<file path="src/rtl/csr_trap_unit.sv">
// csr_trap_unit: machine-mode CSR file, interrupt/mret trap sequencer and post-redirect flush window.
// Optional macro CSR_VECTORED_EN: mtvec[1:0] == 01 dispatches interrupts to base + 4*code.
module csr_trap_unit #(
    parameter logic [31:0] MTVEC_RESET  = 32'h0000_0100,
    parameter int unsigned FLUSH_CYCLES = 3
) (
    input  logic        i_clk,
    input  logic        i_rst_n,
    input  logic        i_insn_vld,
    input  logic [31:0] i_pc,
    input  logic        i_csr_en,
    input  logic [2:0]  i_csr_op,
    input  logic        i_mret,
    input  logic [11:0] i_csr_addr,
    input  logic [31:0] i_csr_wdata,
    input  logic        i_src_zero,
    input  logic        i_irq_ext,
    input  logic        i_irq_timer,
    output logic [31:0] o_csr_rdata,
    output logic        o_redirect,
    output logic [31:0] o_redirect_pc,
    output logic        o_flush,
    output logic        o_trap_taken
);
    typedef enum logic {IDLE, DRAIN} state_e;
    state_e      state_q, state_d;
    logic [3:0]  cnt_q, cnt_d, code;
    logic [1:0]  ext_sync_q, tim_sync_q;
    logic        mst_mie_q, mst_mie_d, mpie_q, mpie_d, msip_q, msip_d;
    logic [31:0] mie_q, mie_d, mepc_q, mepc_d, mcause_q, mcause_d, mtvec_q, mtvec_d;
    logic [31:0] mstatus, mip, pend, old, upd, mtvec_wr, trap_pc, base;
    logic        commit, take, ret, we;
    assign mstatus = {24'b0, mpie_q, 3'b0, mst_mie_q, 3'b0};
    assign mip     = {20'b0, ext_sync_q[1], 3'b0, tim_sync_q[1], 3'b0, msip_q, 3'b0};
    assign pend    = mip & mie_q;
    assign commit  = i_rst_n && state_q == IDLE && i_insn_vld;
    assign take    = commit && mst_mie_q && pend != '0;
    assign ret     = commit && i_mret && !take;
    // RS/RC variants with a zero source are pure reads; op[1:0] == 00 is no access.
    assign we      = commit && !take && !i_mret && i_csr_en && i_csr_op[1:0] != 2'b00
                     && !(i_csr_op[1] && i_src_zero);
    assign code    = pend[11] ? 4'd11 : pend[3] ? 4'd3 : 4'd7;
    assign base    = {mtvec_q[31:2], 2'b00};
    assign upd     = i_csr_op[1:0] == 2'b01 ? i_csr_wdata :
                     i_csr_op[0] ? old & ~i_csr_wdata : old | i_csr_wdata;
`ifdef CSR_VECTORED_EN
    assign mtvec_wr = {upd[31:2], upd[1] ? 2'b00 : upd[1:0]};
    assign trap_pc  = mtvec_q[1:0] == 2'b01 ? base + {26'b0, code, 2'b00} : base;
`else
    assign mtvec_wr = {upd[31:2], 2'b00};
    assign trap_pc  = base;
`endif
    always_comb begin
        case (i_csr_addr)
            12'h300: old = mstatus;
            12'h304: old = mie_q;
            12'h305: old = mtvec_q;
            12'h341: old = mepc_q;
            12'h342: old = mcause_q;
            12'h344: old = mip;
            default: old = '0;
        endcase
    end
    assign o_csr_rdata   = (i_rst_n && i_csr_en && i_csr_op != 3'b000) ? old : '0;
    assign o_trap_taken  = take;
    assign o_redirect    = take || ret;
    assign o_redirect_pc = take ? trap_pc : ret ? mepc_q : '0;
    assign o_flush       = o_redirect || state_q == DRAIN;
    always_comb begin
        state_d   = state_q;
        cnt_d     = cnt_q;
        mst_mie_d = mst_mie_q;
        mpie_d    = mpie_q;
        msip_d    = msip_q;
        mie_d     = mie_q;
        mepc_d    = mepc_q;
        mcause_d  = mcause_q;
        mtvec_d   = mtvec_q;
        if (state_q == DRAIN) begin
            cnt_d   = cnt_q - 4'd1;
            state_d = cnt_q == 4'd1 ? IDLE : DRAIN;
        end else if (take || ret) begin
            cnt_d   = 4'(FLUSH_CYCLES);
            state_d = DRAIN;
        end
        if (take) begin
            mepc_d    = i_pc & ~32'h3;
            mcause_d  = {1'b1, 27'b0, code};
            mpie_d    = mst_mie_q;
            mst_mie_d = 1'b0;
        end else if (ret) begin
            mst_mie_d = mpie_q;
            mpie_d    = 1'b1;
        end else if (we) begin
            case (i_csr_addr)
                12'h300: begin
                    mst_mie_d = upd[3];
                    mpie_d    = upd[7];
                end
                12'h304: mie_d    = upd & 32'h0000_0888;
                12'h305: mtvec_d  = mtvec_wr;
                12'h341: mepc_d   = upd & ~32'h3;
                12'h342: mcause_d = upd;
                12'h344: msip_d   = upd[3];
                default: ;
            endcase
        end
    end
    always_ff @(posedge i_clk or negedge i_rst_n) begin
        if (!i_rst_n) begin
            state_q    <= IDLE;
            cnt_q      <= '0;
            ext_sync_q <= '0;
            tim_sync_q <= '0;
            mst_mie_q  <= 1'b0;
            mpie_q     <= 1'b0;
            msip_q     <= 1'b0;
            mie_q      <= '0;
            mepc_q     <= '0;
            mcause_q   <= '0;
`ifdef CSR_VECTORED_EN
            mtvec_q    <= MTVEC_RESET;
`else
            mtvec_q    <= {MTVEC_RESET[31:2], 2'b00};
`endif
        end else begin
            state_q    <= state_d;
            cnt_q      <= cnt_d;
            ext_sync_q <= {ext_sync_q[0], i_irq_ext};
            tim_sync_q <= {tim_sync_q[0], i_irq_timer};
            mst_mie_q  <= mst_mie_d;
            mpie_q     <= mpie_d;
            msip_q     <= msip_d;
            mie_q      <= mie_d;
            mepc_q     <= mepc_d;
            mcause_q   <= mcause_d;
            mtvec_q    <= mtvec_d;
        end
    end
endmodule

</file>
<file path="config.mk">
export PLATFORM = sky130hd
export DESIGN_NAME = csr_trap_unit
export DESIGN_NICKNAME = d
export VERILOG_FILES = /design/src/rtl/csr_trap_unit.sv
export SDC_FILE = /design/constraint.sdc
export NUM_CORES = 1
export LEC_CHECK = 0
export BUFFER_PORTS_ARGS = -buffer_cell sky130_fd_sc_hd__buf_2
export CORE_ASPECT_RATIO = 0.8
export CORE_MARGIN = 1
export CORE_UTILIZATION = 45
export CTS_CLUSTER_DIAMETER = 80
export CTS_CLUSTER_SIZE = 16
export DETAILED_ROUTE_END_ITERATION = 16
export MAX_ROUTING_LAYER = met4
export PLACE_DENSITY = 0.71
export SYNTH_ARGS = -nofsm -noshare
export SYNTH_HDL_FRONTEND = slang
export SYNTH_SLANG_ARGS = --single-unit
</file>
<file path="constraint.sdc">
create_clock -name i_clk -period 2.1 [get_ports i_clk]
set_input_delay 0.105 -clock i_clk [delete_from_list [all_inputs] [get_ports i_clk]]
set_output_delay 0.105 -clock i_clk [all_outputs]
set_load 0.03 [all_outputs]
</file>
==> flow_metrics.env, run 1 <==
export IMPL_diodes=0
export IMPL_crit_top_cell="buf_12"
export IMPL_port_buffers=149
export IMPL_synth_compound_area_share_pct=31.1
export IMPL_yosysSeqAreaShare_pct=41.0
export IMPL_dp_hpwl_microns=15600
export IMPL_finalHoldViolations=0
export IMPL_layout_common_cells="118 x buf_2, 106 x dfrtp_1, 94 x nand2_1"
export IMPL_overflow=0
export IMPL_place_ws_ns=-0.0134
export IMPL_drv_slew=0
export IMPL_clock_power_share_pct=27.5
export IMPL_intPower_w=0.00428
export IMPL_ys_dominant_reg_cell="dfrtp_1"
export IMPL_wl_microns=24100
export IMPL_tritoncts="done"
export IMPL_power_frac_comb_pct=28.3
export IMPL_synth_cell_types=63
export IMPL_drive_gt1_share_pct=31.0
export IMPL_cts_clk_slew_worst_paths_ns=0.07
export IMPL_yosys_area_share_simple_pct=17.3
export IMPL_final_core_util_pct=65.5
export IMPL_clkLatencyLatePin_ns=0.37
export IMPL_powerDensity_mw_per_mm2=703
export IMPL_setup_viol=34
export IMPL_synth_top_area_share_pct=40.6
export IMPL_crit_type="reg2out"
export IMPL_hold_class="in2reg"
export IMPL_antenna_found_initial=0
export IMPL_core_region_area_sq_mm=0.0138
export IMPL_critPathTopFamily="buffers and inverters"
export IMPL_synthTopCellsByArea="dfrtp_1 41%, o21ai_0 5.7%, a22oi_1 5.5%"
export IMPL_drc=0
export IMPL_pwr_share_seq_pct=44.2
export IMPL_syn_to_final_growth_pct=38.9
export IMPL_numCtsBuffers=9
export IMPL_rsz0062_at_grt="true"
export IMPL_slew_limit_headroom_pct=32.0
export IMPL_clockRootBuffer="clkbuf_16"
export IMPL_die_h_microns=110
export IMPL_finalNetCount=1037
export IMPL_synth_edf_count=0
export IMPL_tns_ns=-2.63
export IMPL_drt_iter0_markers=737
export IMPL_async_flop_share_pct=100
export IMPL_synth_top_family_by_area="compound AO/OA/AOI/OAI gates"
export IMPL_clockBufferDepth=2
export IMPL_path_max_fanout=9
export IMPL_die_area_sq_mm=0.0150
export IMPL_max_vdd_ir_drop_mv=0.542
export IMPL_grt_pass1_wl_microns=36700
export IMPL_fmax_mhz=453
export IMPL_crit_path_cell_trace="a222oi_1 > buf_4 > or2_4 > inv_4 > buf_12 > buf_12 > a22o_1 > buf_6"
export IMPL_routabilityCongestion=0.894
export IMPL_status="finished, violations left"
export IMPL_start_util_pct=47.2
export IMPL_die_w_microns=137
export IMPL_hold_slack_ns=0.000305
export IMPL_max_cap_viol_count=0
export IMPL_first_global_vias=6919
export IMPL_final_area_sq_mm=0.00907
export IMPL_skew_ns=0.0101
export IMPL_critical_path_buf_inv_count=5
export IMPL_synthAdderAreaFrac_pct=0.383
export IMPL_synth_top_area_cell="dfrtp_1"
export IMPL_vias=7205
export IMPL_worst_slack_ns=-0.108
export IMPL_arrival_ns=2.10
export IMPL_violations="negative setup slack"
export IMPL_synth_mux_area_fraction_pct=1.49
export IMPL_ant_nets=0
export IMPL_p_sw_w=0.00209
export IMPL_rows=38
export IMPL_synth_seq_cells=107
export IMPL_swShare_pct=32.8
export IMPL_track_usage_pct=33.5
export IMPL_wl_per_cell_microns=21.3
export IMPL_clock_sinks=107
export IMPL_cp_end_kind="output port"
export IMPL_crit_required_ns=2.00
export IMPL_io_pins=154
export IMPL_ys_warn_count=0
export IMPL_avgSynthCellArea_sq_um=8.95
export IMPL_synthCells=730
export IMPL_final_common_cell="buf_2"
export IMPL_leakagePower_nw=4.07
export IMPL_synth_area_sq_mm=0.00653
export IMPL_synth_xor_area_share_pct=3.89
export IMPL_cts_htree_levels=3
export IMPL_min_period_over_period_pct=105
export IMPL_via_per_inst=6.36
export IMPL_dpl_cell_area_sq_mm=0.00781
export IMPL_crit_path_start_kind="flip-flop"
export IMPL_worstMarginPinSlew_ns=1.02
export IMPL_period_needed_ns=2.21
export IMPL_slowest_delay_ns=0.39
export IMPL_grt_max_degree=79
export IMPL_crit_slowest_cell="dfrtp_1"
export IMPL_drtPass1Iterations=7
-- logic make-up after synthesis --
group,Yosys count
xor gates and xnor gates,29
other,1
muxes,9
buffers and inverters,71
DFF,107
and+or+nand+nor,222
AOI/OAI and AO/OA,289
adders and majority gates,2
-- Yosys cell counts, types with 3 or more instances --
cell	count
a21o_1	4
a21oi_1	33
a221o_1	11
a22o_1	41
a22oi_1	48
a31oi_1	8
a32oi_1	5
and3_1	7
and3b_1	3
buf_2	17
clkbuf_1	37
dfrtp_1	106
inv_1	11
mux2_2	6
mux2i_1	3
nand2_1	96
nand3_1	13
nand4_1	9
nor2_1	31
nor2b_1	22
nor3_1	16
nor3_2	3
nor3b_1	3
o211ai_1	18
o21ai_0	75
o21ai_1	3
o2bb2ai_1	17
o311a_1	6
o31ai_1	4
xnor2_1	28
-- sequential cells by signal, summed over array words and instances (netlist names) --
signal	flops
cnt_q	4
state_q	1
mtvec_q	30
mcause_q	32
mpie_q	1
msip_q	1
mie_q	3
mepc_q	30
tim_sync_q	2
mst_mie_q	1
ext_sync_q	2
-- power by group through the flow --
stage	sequential (W)	combinational, W	clock, W
after floorplan	0.00271	0.00100	0
after global placement	0.00279	0.00142	0
after detailed placement	0.00282	0.00148	0
after CTS	0.00279	0.00169	0.00177
after global routing	0.00286	0.00196	0.00186
final	0.00282	0.00180	0.00175
-- path summary, 6_finish.rpt --
check                                             start                       end  slack [ns]  depth (start not counted)
worst max-delay path                 msip_q$_DFFE_PN0P_         o_redirect_pc[18]       -0.11                          8
worst min-delay path                            i_pc[3]     mepc_q[3]$_DFFE_PN0P_      0.0003                          3
worst max register to register       msip_q$_DFFE_PN0P_    mepc_q[29]$_DFFE_PN0P_           0                          9
worst min register to register  ext_sync_q[0]$_DFF_PN0_   ext_sync_q[1]$_DFF_PN0_        0.36                          0
max in group asynchronous                       i_rst_n  mcause_q[27]$_DFFE_PN0P_        0.85                          3
min in group asynchronous                       i_rst_n  mcause_q[11]$_DFFE_PN0P_        0.37                          4
-- timing repair --
action / in CTS / in global routing
setup buffers: 10 / 9
gates resized for setup: 84 / 28
hold endpoints to repair: 53 / 1
setup endpoints to repair: 44 / 81
hold buffers: 26 / 1
pin swaps: 31 / 12
gates cloned: 3 / 3
-- routing by layer --
metal / global-route usage (%) / up-vias / share of wire, %
li1: - / 3186 / -
met1: 44.9 / 3463 / 42
met2: 50.0 / 475 / 44
met3: 7.38 / 81 / 10
met4: 11.7 / 0 / 2.9
met5: - / - / 0
-- stage by stage --
stage                     std cells  total power, W
final                          1133         0.00637
after global routing           1133         0.00667
after floorplan                 731         0.00371
after CTS                      1120         0.00625
after detailed placement       1065         0.00430
after global placement         1065         0.00422
-- tightest hold or removal path: stages --
cell and delay [ns]:
buf_2 0.07, a22oi_1 0.06, o21ai_0 0.08
-- final cells by class --
class	instances	area (sq um)
repair buffers	266	2130
flip-flops and latches	107	2680
multi-input cells	553	3700
well taps	180	225
clock buffers	12	246
clock inverters	4	48.8
inverters	11	43.8
fillers	1106	4770
(Power assumes the default switching activity.)
==> run 2, diff against run 1 <==
- CELL_PAD_IN_SITES_DETAIL_PLACEMENT: default -> 0
- CELL_PAD_IN_SITES_GLOBAL_PLACEMENT: default -> 1
- CORE_UTILIZATION: 45 -> 37
- PLACE_DENSITY: 0.71 -> default
- PLACE_DENSITY_LB_ADDON: default -> 0.1
==> run 2 against run 1 <==
- the flow still finishes with violations (negative setup slack)
- worst hold slack better by 0.016 ns
- critical path depth is 1 lower
- via count is 2.8% lower
==> flow_metrics.env, run 2 (synthesized netlist as in run 1, its figures left out) <==
export IMPL_status="finished, violations left"
export IMPL_rows=43
export IMPL_wl_per_cell_microns=22.3
export IMPL_grt_max_degree=61
export IMPL_path_max_fanout=7
export IMPL_numCtsBuffers=9
export IMPL_hold_class="in2reg"
export IMPL_core_region_area_sq_mm=0.0173
export IMPL_period_needed_ns=2.22
export IMPL_worst_slack_ns=-0.121
export IMPL_drt_iter0_markers=547
export IMPL_vias=7006
export IMPL_top_regs="mcause_q (32), mepc_q (30), mtvec_q (30)"
export IMPL_layout_common_cells="118 x buf_2, 106 x dfrtp_1, 94 x nand2_1"
export IMPL_crit_path_cell_trace="a222oi_1 > or2_4 > inv_6 > buf_8 > buf_12 > a22o_1 > buf_6"
export IMPL_io_pins=154
export IMPL_syn_to_final_growth_pct=39.8
export IMPL_routabilityCongestion=0.873
export IMPL_dp_hpwl_microns=16800
export IMPL_setup_viol=50
export IMPL_arrival_ns=2.12
export IMPL_slowest_delay_ns=0.45
export IMPL_hold_slack_ns=0.0159
export IMPL_tritoncts="done"
export IMPL_die_w_microns=151
export IMPL_finalHoldViolations=0
export IMPL_cts_htree_levels=3
export IMPL_drc=0
export IMPL_clockBufferDepth=2
export IMPL_diodes=0
export IMPL_hp_start="i_pc[7]"
export IMPL_powerDensity_mw_per_mm2=698
export IMPL_leakagePower_nw=4.06
export IMPL_final_common_cell="buf_2"
export IMPL_first_global_vias=6862
export IMPL_drv_slew=0
export IMPL_drive_gt1_share_pct=31.3
export IMPL_worstMarginPinSlew_ns=0.838
export IMPL_crit_slowest_cell="a222oi_1"
export IMPL_die_area_sq_mm=0.0182
export IMPL_rsz0062_at_grt="true"
export IMPL_wl_microns=26300
export IMPL_grt_pass1_wl_microns=39300
export IMPL_critPathTopFamily="compound AO/OA/AOI/OAI gates"
export IMPL_slew_limit_headroom_pct=44.2
export IMPL_largest_reg_flops=32
export IMPL_cts_clk_slew_worst_paths_ns=0.07
export IMPL_max_vdd_ir_drop_mv=0.385
export IMPL_ant_nets=0
export IMPL_max_cap_viol_count=0
export IMPL_drtPass1Iterations=5
export IMPL_antenna_found_initial=0
export IMPL_rr_startpoint="mie_q[3]$_DFFE_PN0P_"
export IMPL_overflow=0
export IMPL_crit_required_ns=2.00
export IMPL_die_h_microns=121
export IMPL_largest_register="mcause_q"
export IMPL_finalNetCount=1040
export IMPL_clockRootBuffer="clkbuf_16"
export IMPL_clkLatencyLatePin_ns=0.36
export IMPL_clock_sinks=107
export IMPL_start_util_pct=37.7
export IMPL_skew_ns=0.00945
export IMPL_cp_end_kind="output port"
export IMPL_track_usage_pct=29.6
export IMPL_crit_type="reg2out"
export IMPL_min_period_over_period_pct=106
export IMPL_critical_path_buf_inv_count=4
export IMPL_crit_path_start_kind="flip-flop"
export IMPL_worstSetupStartpoint="mie_q[3]$_DFFE_PN0P_"
export IMPL_port_buffers=149
export IMPL_via_per_inst=5.93
export IMPL_violations="negative setup slack"
export IMPL_fmax_mhz=450
export IMPL_place_ws_ns=0.0396
## run 2: layout make-up
class / count / area [sq um]
Tap cell: 225 / 282
Multi-Input combinational cell: 553 / 3670
Sequential cell: 107 / 2680
Clock buffer: 11 / 233
Clock inverter: 5 / 61.3
Timing Repair Buffer: 269 / 2160
Fill cell: 1640 / 8190
Inverter: 11 / 46.3
## run 2: through the flow
step	instances	utilization [%]	TNS (ns)	instance area, sq um	total power [W]
after floorplan	731	-	0	6540	0.00371
after global placement	1118	46.0	0	7970	0.00429
after detailed placement	1118	46.0	0	7970	0.00435
after CTS	1173	51.7	-1.88	8950	0.00635
after global routing	1181	52.7	-6.88	9130	0.00669
final	1181	52.7	-2.71	9130	0.00638
## run 2: repair_timing
item / in CTS / in global routing
pin swaps: 20 / 10
hold buffers: 27 / 0
buffers inserted: 9 / 5
resized for setup: 80 / 16
endpoints found under the setup margin: 32 / 81
cloned: 3 / 4
endpoints found under the hold margin: 42 / 0
## run 2: per-layer routing
layer	track usage [%]	up-vias	part of all wire, %
met1	41.3	3459	47
met4	8.71	0	1.9
li1	-	3196	-
met2	43.3	308	44
met5	-	-	0
met3	5.47	43	7.0
## run 2: final timing paths
check,to,slack (ns),cells after the start
max,o_redirect_pc[21],-0.12,7
min reg2reg,ext_sync_q[1]$_DFF_PN0_,0.35,0
max reg2reg,mepc_q[23]$_DFFE_PN0P_,-0.05,9
min in group asynchronous,mcause_q[7]$_DFFE_PN0P_,0.11,2
max in group asynchronous,mcause_q[2]$_DFFE_PN0P_,0.54,4
min,mepc_q[7]$_DFFE_PN0P_,0.02,3
## run 2: worst min-delay path, delay by kind of cell
family / cells / cell delay [ns]
compound gates: 2 / 0.13
buf+inv: 1 / 0.09
## run 2: power breakdown
group	switching (W)	total [W]	internal [W]
clock network	0.000844	0.00178	0.000936
logic	0.000930	0.00178	0.000852
registers	0.000371	0.00281	0.00244
total	0.00214	0.00638	0.00423
